<file path="src/rtl/fabric_ccff_loader_pkg.sv">
// Shared types and constants for the ccff chain loader.
package fabric_ccff_pkg;

    typedef enum logic [1:0] {
        IDLE   = 2'd0,
        LOAD   = 2'd1,
        VERIFY = 2'd2
    } ccff_state_e;

    localparam logic [15:0] CCFF_CRC_POLY = 16'h1021;
    localparam logic [15:0] CCFF_CRC_INIT = 16'hFFFF;

    function automatic int unsigned ccff_cnt_w(input int unsigned len);
        return $clog2(len + 1);
    endfunction

endpackage

</file>
<file path="src/rtl/fabric_ccff_loader_crc.sv">
// Bit-serial CRC-16 CCITT accumulator, MSB-first update, no final XOR.
module ccff_crc16_serial
    import fabric_ccff_pkg::*;
(
    input  logic        clk,
    input  logic        rst_n,
    input  logic        i_clr,
    input  logic        i_en,
    input  logic        i_bit,
    output logic [15:0] o_crc
);

    logic        w_fb;
    logic [15:0] r_crc;

    assign w_fb  = r_crc[15] ^ i_bit;
    assign o_crc = r_crc;

    always_ff @(posedge clk or negedge rst_n) begin
        if (!rst_n) begin
            r_crc <= CCFF_CRC_INIT;
        end else if (i_clr) begin
            r_crc <= CCFF_CRC_INIT;
        end else if (i_en) begin
            r_crc <= {r_crc[14:0], 1'b0} ^ (w_fb ? CCFF_CRC_POLY : '0);
        end
    end

endmodule

</file>
<file path="src/rtl/fabric_ccff_loader.sv">
// Loads a host bitstream into a ccff chain, then recirculates it once and
// compares the read-back CRC against the written CRC.
module fabric_ccff_loader
    import fabric_ccff_pkg::*;
#(
    parameter int CHAIN_LEN = 32,
    parameter int WORD_W    = 8
)(
    input  logic              prog_clk,
    input  logic              prog_reset_n,
    input  logic              cfg_start,
    input  logic              cfg_abort,
    input  logic [WORD_W-1:0] cfg_data,
    input  logic              cfg_valid,
    output logic              cfg_ready,
    output logic              ccff_head,
    output logic              ccff_shift_en,
    input  logic              ccff_tail,
    output logic              busy,
    output logic              done,
    output logic              crc_err
);

    localparam int CNT_W = ccff_cnt_w(CHAIN_LEN);
    localparam int IDX_W = $clog2(WORD_W + 1);
    localparam logic [CNT_W-1:0] LEN_C  = CNT_W'(CHAIN_LEN);
    localparam logic [CNT_W-1:0] LAST_C = CNT_W'(CHAIN_LEN - 1);

    ccff_state_e       r_state;
    ccff_state_e       w_next;
    logic [CNT_W-1:0]  r_bit_cnt;
    logic [IDX_W-1:0]  r_bit_idx;
    logic [WORD_W-1:0] r_sreg;
    logic              r_done;
    logic              w_start;
    logic              w_load_shift;
    logic              w_ver_shift;
    logic              w_to_verify;
    logic              w_ver_done;
    logic              w_cnt_full;
    logic              w_accept;
    logic [15:0]       w_wr_crc;
    logic [15:0]       w_rd_crc;

    assign w_cnt_full = (r_bit_cnt == LEN_C);
    assign w_accept   = cfg_valid & cfg_ready;

    always_ff @(posedge prog_clk or negedge prog_reset_n) begin
        if (!prog_reset_n) begin
            r_state <= IDLE;
        end else begin
            r_state <= w_next;
        end
    end

    always_comb begin
        w_next        = r_state;
        w_start       = 1'b0;
        w_load_shift  = 1'b0;
        w_ver_shift   = 1'b0;
        w_to_verify   = 1'b0;
        w_ver_done    = 1'b0;
        cfg_ready     = 1'b0;
        ccff_head     = 1'b0;
        ccff_shift_en = 1'b0;
        case (r_state)
            IDLE: begin
                if (cfg_start) begin
                    w_next  = LOAD;
                    w_start = 1'b1;
                end
            end
            LOAD: begin
                // Refill while the last bit is still going out, so words stream without a bubble.
                cfg_ready = !w_cnt_full &&
                            ((r_bit_idx == '0) ||
                             ((r_bit_idx == IDX_W'(1)) && (r_bit_cnt < LAST_C)));
                if (w_cnt_full) begin
                    w_next      = VERIFY;
                    w_to_verify = 1'b1;
                end else if (r_bit_idx != '0) begin
                    w_load_shift  = 1'b1;
                    ccff_shift_en = 1'b1;
                    ccff_head     = r_sreg[0];
                end
            end
            VERIFY: begin
                w_ver_shift   = 1'b1;
                ccff_shift_en = 1'b1;
                ccff_head     = ccff_tail;
                if (r_bit_cnt == LAST_C) begin
                    w_next     = IDLE;
                    w_ver_done = 1'b1;
                end
            end
            default: w_next = IDLE;
        endcase
        if (cfg_abort) begin
            w_next     = IDLE;
            w_start    = 1'b0;
            w_ver_done = 1'b0;
        end
    end

    always_ff @(posedge prog_clk or negedge prog_reset_n) begin
        if (!prog_reset_n) begin
            r_bit_cnt <= '0;
            r_bit_idx <= '0;
            r_sreg    <= '0;
            r_done    <= 1'b0;
        end else begin
            if (cfg_abort || w_start) begin
                r_done <= 1'b0;
            end else if (w_ver_done) begin
                r_done <= 1'b1;
            end

            if (w_start || w_to_verify) begin
                r_bit_cnt <= '0;
            end else if (w_load_shift || w_ver_shift) begin
                r_bit_cnt <= r_bit_cnt + CNT_W'(1);
            end

            if (w_start) begin
                r_bit_idx <= '0;
            end else if (w_accept) begin
                r_sreg    <= cfg_data;
                r_bit_idx <= IDX_W'(WORD_W);
            end else if (w_load_shift) begin
                r_sreg    <= r_sreg >> 1;
                r_bit_idx <= r_bit_idx - IDX_W'(1);
            end
        end
    end

    ccff_crc16_serial u_wr_crc (
        .clk   (prog_clk),
        .rst_n (prog_reset_n),
        .i_clr (w_start),
        .i_en  (w_load_shift),
        .i_bit (r_sreg[0]),
        .o_crc (w_wr_crc)
    );

    ccff_crc16_serial u_rd_crc (
        .clk   (prog_clk),
        .rst_n (prog_reset_n),
        .i_clr (w_start),
        .i_en  (w_ver_shift),
        .i_bit (ccff_tail),
        .o_crc (w_rd_crc)
    );

    // Both CRCs freeze in IDLE until the next start, so the compare stays valid while done is held.
    assign crc_err = r_done & (w_rd_crc != w_wr_crc);
    assign done    = r_done;
    assign busy    = (r_state != IDLE);

endmodule

</file>
<file path="config.mk">
export PLATFORM = sky130hd
export DESIGN_NAME = fabric_ccff_loader
export DESIGN_NICKNAME = d
export VERILOG_FILES = /design/src/rtl/fabric_ccff_loader_pkg.sv /design/src/rtl/fabric_ccff_loader_crc.sv /design/src/rtl/fabric_ccff_loader.sv
export SDC_FILE = /design/constraint.sdc
export NUM_CORES = 1
export LEC_CHECK = 0
export ABC_AREA = 1
export CORE_UTILIZATION = 30
export DETAILED_ROUTE_END_ITERATION = 8
export PLACE_DENSITY_LB_ADDON = 0.25
export SLEW_MARGIN = 0
export SYNTH_ARGS = -nofsm -noshare
export SYNTH_HDL_FRONTEND = slang
export SYNTH_SLANG_ARGS = --single-unit
</file>
<file path="constraint.sdc">
create_clock -name prog_clk -period 1.6 [get_ports prog_clk]
set_input_delay 0.16 -clock prog_clk [delete_from_list [all_inputs] [get_ports prog_clk]]
set_output_delay 0.16 -clock prog_clk [all_outputs]
set_load 0.02 [all_outputs]
</file>
==> impl_results.md, run 1 <==
- Netlist cell types: 31
- Initial antenna violation count: 0
- Crit end category: primary output
- Static leakage: 2.22 nW
- Top cells by count, synth: 91 x nand2_1, 42 x inv_1, 32 x dfstp_2
- H-tree depth: 2
- Buffers on Ports: 19
- #FFs+latches synth: 53
- Non-Filler Instances: 625
- Top_reg_cell synth: dfstp_2
- Initial core utilization: 31.0%
- Sequential area share after synthesis: 45.2%
- CP Launch Type: flip-flop
- Chip Height: 102 microns
- Core area: 0.00977 sq mm
- DP HPWL: 5280 microns
- Tcrit/Tclk final: 114%
- Setup-violating endpoint count in the final report: 31
- Most common cell in the synthesized netlist: nand2_1
- Fmax: 550 MHz
- Status: finished, violations left
- Top cell type by total area after synthesis: dfstp_2
- DP Worst Slack: -355 ps
- Asr flop ratio synth: 100%
- Avg Inst Size Synth: 8.36 sq um
- Total Wirelength: 8460 microns
- Share of cells above drive strength 1: 53.3%
- Largest net degree at the start of global routing: 39
- DR vias/cell: 4.51
- Synth top area share: 27.8%
- CP Data Required Time: 1440 ps
- EDFF count, synth: 0
- Worst slew margin: 71.4%
- Min Tclk post-route: 1820 ps
- CTS root buf: clkbuf_8
- Net Count, Synth: 385
- Clock Skew: 4.02 ps
- Hold Fails Final Rpt: 0
- # placed instances: 593
- Fillcell total: 901
- DRC: 0
- CTS max path bufs: 2
- Clock transition at path regs: 100 ps
- Unrepaired setup endpoints after global routing: yes
- Syn. warnings: 0
- Full die area: 0.0105 sq mm
- Ant diodes: 0
- Cts bufs inserted: 5
- P per Cell Area: 1670 mW/mm^2
- All-layer global routing usage: 16.6%
- Failing checks: setup timing
- Initial drt markers: 85
- Fin nets: 514
- Final setup margin: -218 ps
- Die X: 102 microns
- DRT antenna net count: 0
- GPL Wtd Cong: 0.787
- Clock Sinks: 53
- Footprint of the multi-input gates: 0.00178 sq mm
- Peak supply drop: 0.000647 V
- First-pass GRT wire length: 13,500 microns
- Via count: 2,820
- Clk Latency, worst-skew pair: 310 ps
- Layout area overhead: 59.1%
- Final Power: 8.06 mW
- Ports: 20
- Synthesized area: 0.00303 sq mm
- Area contributors post-synth: dfstp_2 28%, dfrtp_1 17%, nand2_1 11%
- Hold Path Class: in -> async
- Max_cap viols: 0
- Maximum fanout along the worst path: 3
- Max-slew violations: 0
- Initial DRT Pass Iterations: 4
- CP Class: reg -> out
- Post-Syn Instances: 362
- Number of global-route vias before repair: 2,812
- Row count: 36
- FF/Latch Area: 0.00137 sq mm
- Worst Tran Pin Value: 425 ps
- Worst Path Arrival: 1660 ps
- Gr ovfl total: 0
- Wire per inst: 13.5 microns
- CTS tree: built
[final timing paths]
check,from,to,slack [ps],cells past startpoint
hold reg to reg,r_sreg[3],r_sreg[3],500,2
max in group asynchronous,prog_reset_n,u_wr_crc.o_crc[14],940,3
setup / recovery,r_bit_cnt[1],ccff_shift_en,-220,10
setup reg to reg,r_bit_cnt[1],r_bit_idx[2],-150,11
min in group prog_clk,cfg_data[7],r_sreg[7],420,3
hold / removal,prog_reset_n,r_sreg[6],340,3
[final cells by class]
class                           count  area share [%]
Sequential cell                    53            28.4
Inverter                           48            3.95
Clock inverter                      3           0.260
Tap cell                          133            3.46
Multi-Input combinational cell    249            36.9
Timing Repair Buffer              134            25.6
Clock buffer                        5            1.43
[through the flow]
step	util, %	hold slack, ps	cell area (sq um)	setup TNS (ps)
final	49.2	339	4810	-2510
after global routing	49.2	353	4810	-5450
after CTS	46.5	338	4540	-2650
after detailed placement	41.2	137	4030	-3640
after global placement	41.2	136	4030	-3390
after floorplan	-	-136	3030	0
[routing by layer]
metal  wire length (microns)  global-route usage (%)  up-vias
met4                     201                    4.95        0
met5                       0                       0        -
met2                    4350                    26.9       32
li1                        -                       -     1435
met1                    3720                    22.6     1334
met3                     191                    2.67       19
[flip-flops by register name, summed over array words and instances, names as in the netlist]
register and count:
u_rd_crc.o_crc 16, u_wr_crc.o_crc 16, r_sreg 8, r_bit_cnt 6
r_bit_idx 4, r_state 2, done 1
[cells by family after synthesis]
logic type      Yosys count  share of synthesized area (%)
xor+xnor                  9                           2.61
simple gates            164                           27.0
flops                    53                           45.2
compound gates           67                           12.8
fa+ha+maj                 9                           3.72
buf+inv                  60                           8.68
[power breakdown]
group | switching, mW | total [mW] | internal (mW)
clock | 0.454 | 0.750 | 0.297
sequential | 0.355 | 2.41 | 2.06
combinational | 2.41 | 4.90 | 2.48
[placed cells by master (no fill, tap or decap), types with 10 or more instances in the layout]
cell type        netlist  layout
buf_4                  0      90
nand2_4                3      10
nand3_1               14      11
buf_6                  3      18
dfrtp_1               21      21
o21ai_2                0      27
inv_1                 42      30
nand4_1               17      17
inv_2                  6      16
dfstp_2               32      32
nand2_2                9      10
clkdlybuf4s50_1        0      13
nand2_1               91      82
nor2_1                15      11
o211ai_1              15      15
[timing repair]
item	4_1_cts	5_1_grt
setup buffers	17	10
hold buffers	1	0
gates cloned	3	0
hold endpoints to repair	21	0
setup endpoints to repair	32	57
pin swaps	13	24
gates resized for setup	98	65
[critical path: stages (launching register included)]
cell and delay [ps]:
dfrtp_1 430, inv_2 100, ha_4 130, nand3_4 70, nor2_4 190, nor2_8 70
nand2_8 70, nand2_4 50, inv_2 70, nor2_2 40, buf_6 130
(Power assumes the default switching activity.)
==> run 2, diff against run 1 <==
--- a/config.mk
+++ b/config.mk
@@ -6,7 +6,8 @@
 export NUM_CORES = 1
 export LEC_CHECK = 0
 export ABC_AREA = 1
-export CORE_UTILIZATION = 30
+export CORE_UTILIZATION = 25
+export CTS_CLUSTER_DIAMETER = 50
 export DETAILED_ROUTE_END_ITERATION = 8
 export PLACE_DENSITY_LB_ADDON = 0.25
 export SLEW_MARGIN = 0
==> impl_results.md, run 2 (same netlist as run 1, synthesis figures left out) <==
- Crit-path slowest cell: dfstp_2 (was dfrtp_1)
- Worst Path Arrival: 1700 ps (was 1660 ps)
- GPL Wtd Cong: 0.799 (was 0.787)
- First-pass GRT wire length: 14,500 microns (was 13,500 microns)
- CP Data Required Time: 1440 ps (about the same)
- Wire per inst: 13.7 microns (was 13.5 microns)
- Worst Hold Slack: 401 ps (was 339 ps)
- DRC: 1 (was 0)
- Sequential Power Share: 29.4% (was 30.0%)
- Fillcell total: 1,109 (was 901)
- Initial drt markers: 109 (was 85)
- Total Wirelength: 8620 microns (was 8460 microns)
- Switching Fraction: 39.0% (was 40.0%)
- Hold Fails Final Rpt: 0 (unchanged)
- Buffers on Ports: 19 (unchanged)
- Clock transition at path regs: 70 ps (was 100 ps)
- Number of global-route vias before repair: 2,968 (was 2,812)
- Peak supply drop: 0.000556 V (was 0.000647 V)
- Cts bufs inserted: 5 (unchanged)
- Setup-violating endpoint count in the final report: 34 (was 31)
- Largest net degree at the start of global routing: 54 (was 39)
- FF/Latch Area: 0.00137 sq mm (unchanged)
- All-layer global routing usage: 14.6% (was 16.6%)
- Crit-path max cell delay: 540 ps (was 430 ps)
- Worst Tran Pin Value: 312 ps (was 425 ps)
- P per Cell Area: 1720 mW/mm^2 (was 1670 mW/mm^2)
- R2R setup slack: -140 ps (was -150 ps)
- Layout area overhead: 61.8% (was 59.1%)
- Failing checks: DRC, setup timing (was setup timing)
- CP Launch Type: flip-flop (unchanged)
- Min Tclk post-route: 1860 ps (was 1820 ps)
- Hold Path Class: in -> async (unchanged)
- Most frequent cells in the layout: 81 x buf_4, 78 x nand2_1, 34 x inv_1 (was 90 x buf_4, 82 x nand2_1, 32 x dfstp_2)
- Worst reg2reg endpoint: r_bit_idx[3] (was r_bit_idx[2])
- Max_cap viols: 0 (unchanged)
- Clock Sinks: 53 (unchanged)
- Crit end category: primary output (unchanged)
- DR vias/cell: 4.49 (was 4.51)
- Total net switching power: 3.28 mW (was 3.22 mW)
- Ant diodes: 0 (unchanged)
- Fin nets: 507 (was 514)
- CP Class: reg -> out (unchanged)
- Clock power share: 13.4% (was 9.3%)
- Row count: 39 (was 36)
- H-tree depth: 2 (unchanged)
- Fmax: 538 MHz (was 550 MHz)
- Static leakage: 2.24 nW (was 2.22 nW)
- Die X: 112 microns (was 102 microns)
- Final setup margin: -260 ps (was -218 ps)
- Initial core utilization: 26.1% (was 31.0%)
- Initial antenna violation count: 0 (unchanged)
- Clk Latency, worst-skew pair: 300 ps (was 310 ps)
- Max-slew violations: 0 (unchanged)
- Chip Height: 112 microns (was 102 microns)
- CTS root buf: clkbuf_16 (was clkbuf_8)
- DP HPWL: 5540 microns (was 5280 microns)
- Via count: 2,820 (unchanged)
- Tcrit/Tclk final: 116% (was 114%)
- Ports: 20 (unchanged)
- Fin Setup TNS: -3340 ps (was -2510 ps)
- Initial DRT Pass Iterations: 6 (was 4)
- CTS tree: built (unchanged)
- Worst slew margin: 79.2% (was 71.4%)
- Core area: 0.0116 sq mm (was 0.00977 sq mm)
- Maximum fanout along the worst path: 2 (was 3)
- Worst r2r path cells: 11 (unchanged)
- Share of cells above drive strength 1: 50.9% (was 53.3%)
- Worst r2r src: r_bit_idx[1] (was r_bit_cnt[1])
- Clock Skew: 7.81 ps (was 4.02 ps)
- Worst path cell trace: inv_2 > buf_4 > nand2_2 > nand3_2 > nor3_2 > nand2_1 > nor2_1 > nor2_1 > buf_4 (was inv_2 > ha_4 > nand3_4 > nor2_4 > nor2_8 > nand2_8 > nand2_4 > inv_2 > nor2_2 > buf_6)
- Full die area: 0.0125 sq mm (was 0.0105 sq mm)
- Commonest non-fill, non-tap cell in the layout: buf_4 (unchanged)
- Status: finished, violations left (unchanged)
- Footprint of the multi-input gates: 0.00181 sq mm (was 0.00178 sq mm)
- Internal cell power: 5.13 mW (was 4.84 mW)
- Gr ovfl total: 0 (unchanged)
- Unrepaired setup endpoints after global routing: yes (unchanged)
- Finished Core Util: 42.2% (was 49.2%)
- Gate power share: 57.2% (was 60.7%)
- DRT antenna net count: 0 (unchanged)
- CTS max path bufs: 2 (unchanged)
[run 2: changes by cell type in the layout (fill, tap and decap cells not counted), sizes merged]
cell,delta
nand2,+1
buf,-9
clkbuf,+4
clkinv,-3
[run 2: through the flow]
stage               total power [mW]  std cells  cell area, sq um  setup slack, ps
finish                          8.41        628              4900             -260
global route                    9.00        628              4900             -353
CTS                             8.04        625              4690             -270
detailed placement              5.87        600              4050             -385
global placement                5.83        600              4050             -356
floorplan                       4.25        362              3030             24.8
[run 2: what timing repair did]
| action | 4_1_cts | 5_1_grt |
|---|---|---|
| hold endpoints to repair | 21 | 0 |
| hold buffers | 1 | 0 |
| gates cloned | 4 | 0 |
| setup endpoints to repair | 37 | 49 |
| setup buffers | 13 | 8 |
| resized for setup | 108 | 55 |
| pin swaps | 17 | 38 |
[run 2: routing by layer]
layer / GRT usage [%] / wire length, microns
met4: 6.31 / 136
met1: 18.6 / 4070
met5: 0 / 0
met2: 24.9 / 4250
met3: 1.58 / 157
[run 2: worst max path at each step]
stage                            startpoint         to  slack (ps)  cells after the start
after global routing      u_wr_crc.o_crc[5]    crc_err        -350                      9
after floorplan                r_bit_idx[0]  r_sreg[7]          20                      6
after global placement    u_wr_crc.o_crc[5]    crc_err        -360                      8
after CTS                 u_wr_crc.o_crc[5]    crc_err        -270                      9
final                     u_wr_crc.o_crc[5]    crc_err        -260                      9
after detailed placement  u_wr_crc.o_crc[5]    crc_err        -380                      8
[run 2: area by class of cell]
type | instances | area share [%]
tap | 143 | 3.65
inverter | 48 | 3.99
clock buffer | 8 | 2.99
timing repair buffer | 126 | 24.6
multi-input combinational | 250 | 36.9
sequential | 53 | 27.9
[run 2: worst max-delay path, delay by kind of cell, from the launching register on]
family | cells | cell delay (ps)
buffers and inverters | 3 | 320
DFF | 1 | 540
and+or+nand+nor | 6 | 540
[run 2: power groups by stage]
| stage | Sequential (mW) | Clock (mW) | Combinational [mW] |
|---|---|---|---|
| finish | 2.47 | 1.13 | 4.81 |
| global route | 2.54 | 1.21 | 5.25 |
| CTS | 2.44 | 1.17 | 4.43 |
| detailed placement | 2.42 | 0 | 3.44 |
| global placement | 2.42 | 0 | 3.41 |
| floorplan | 2.35 | 0 | 1.90 |
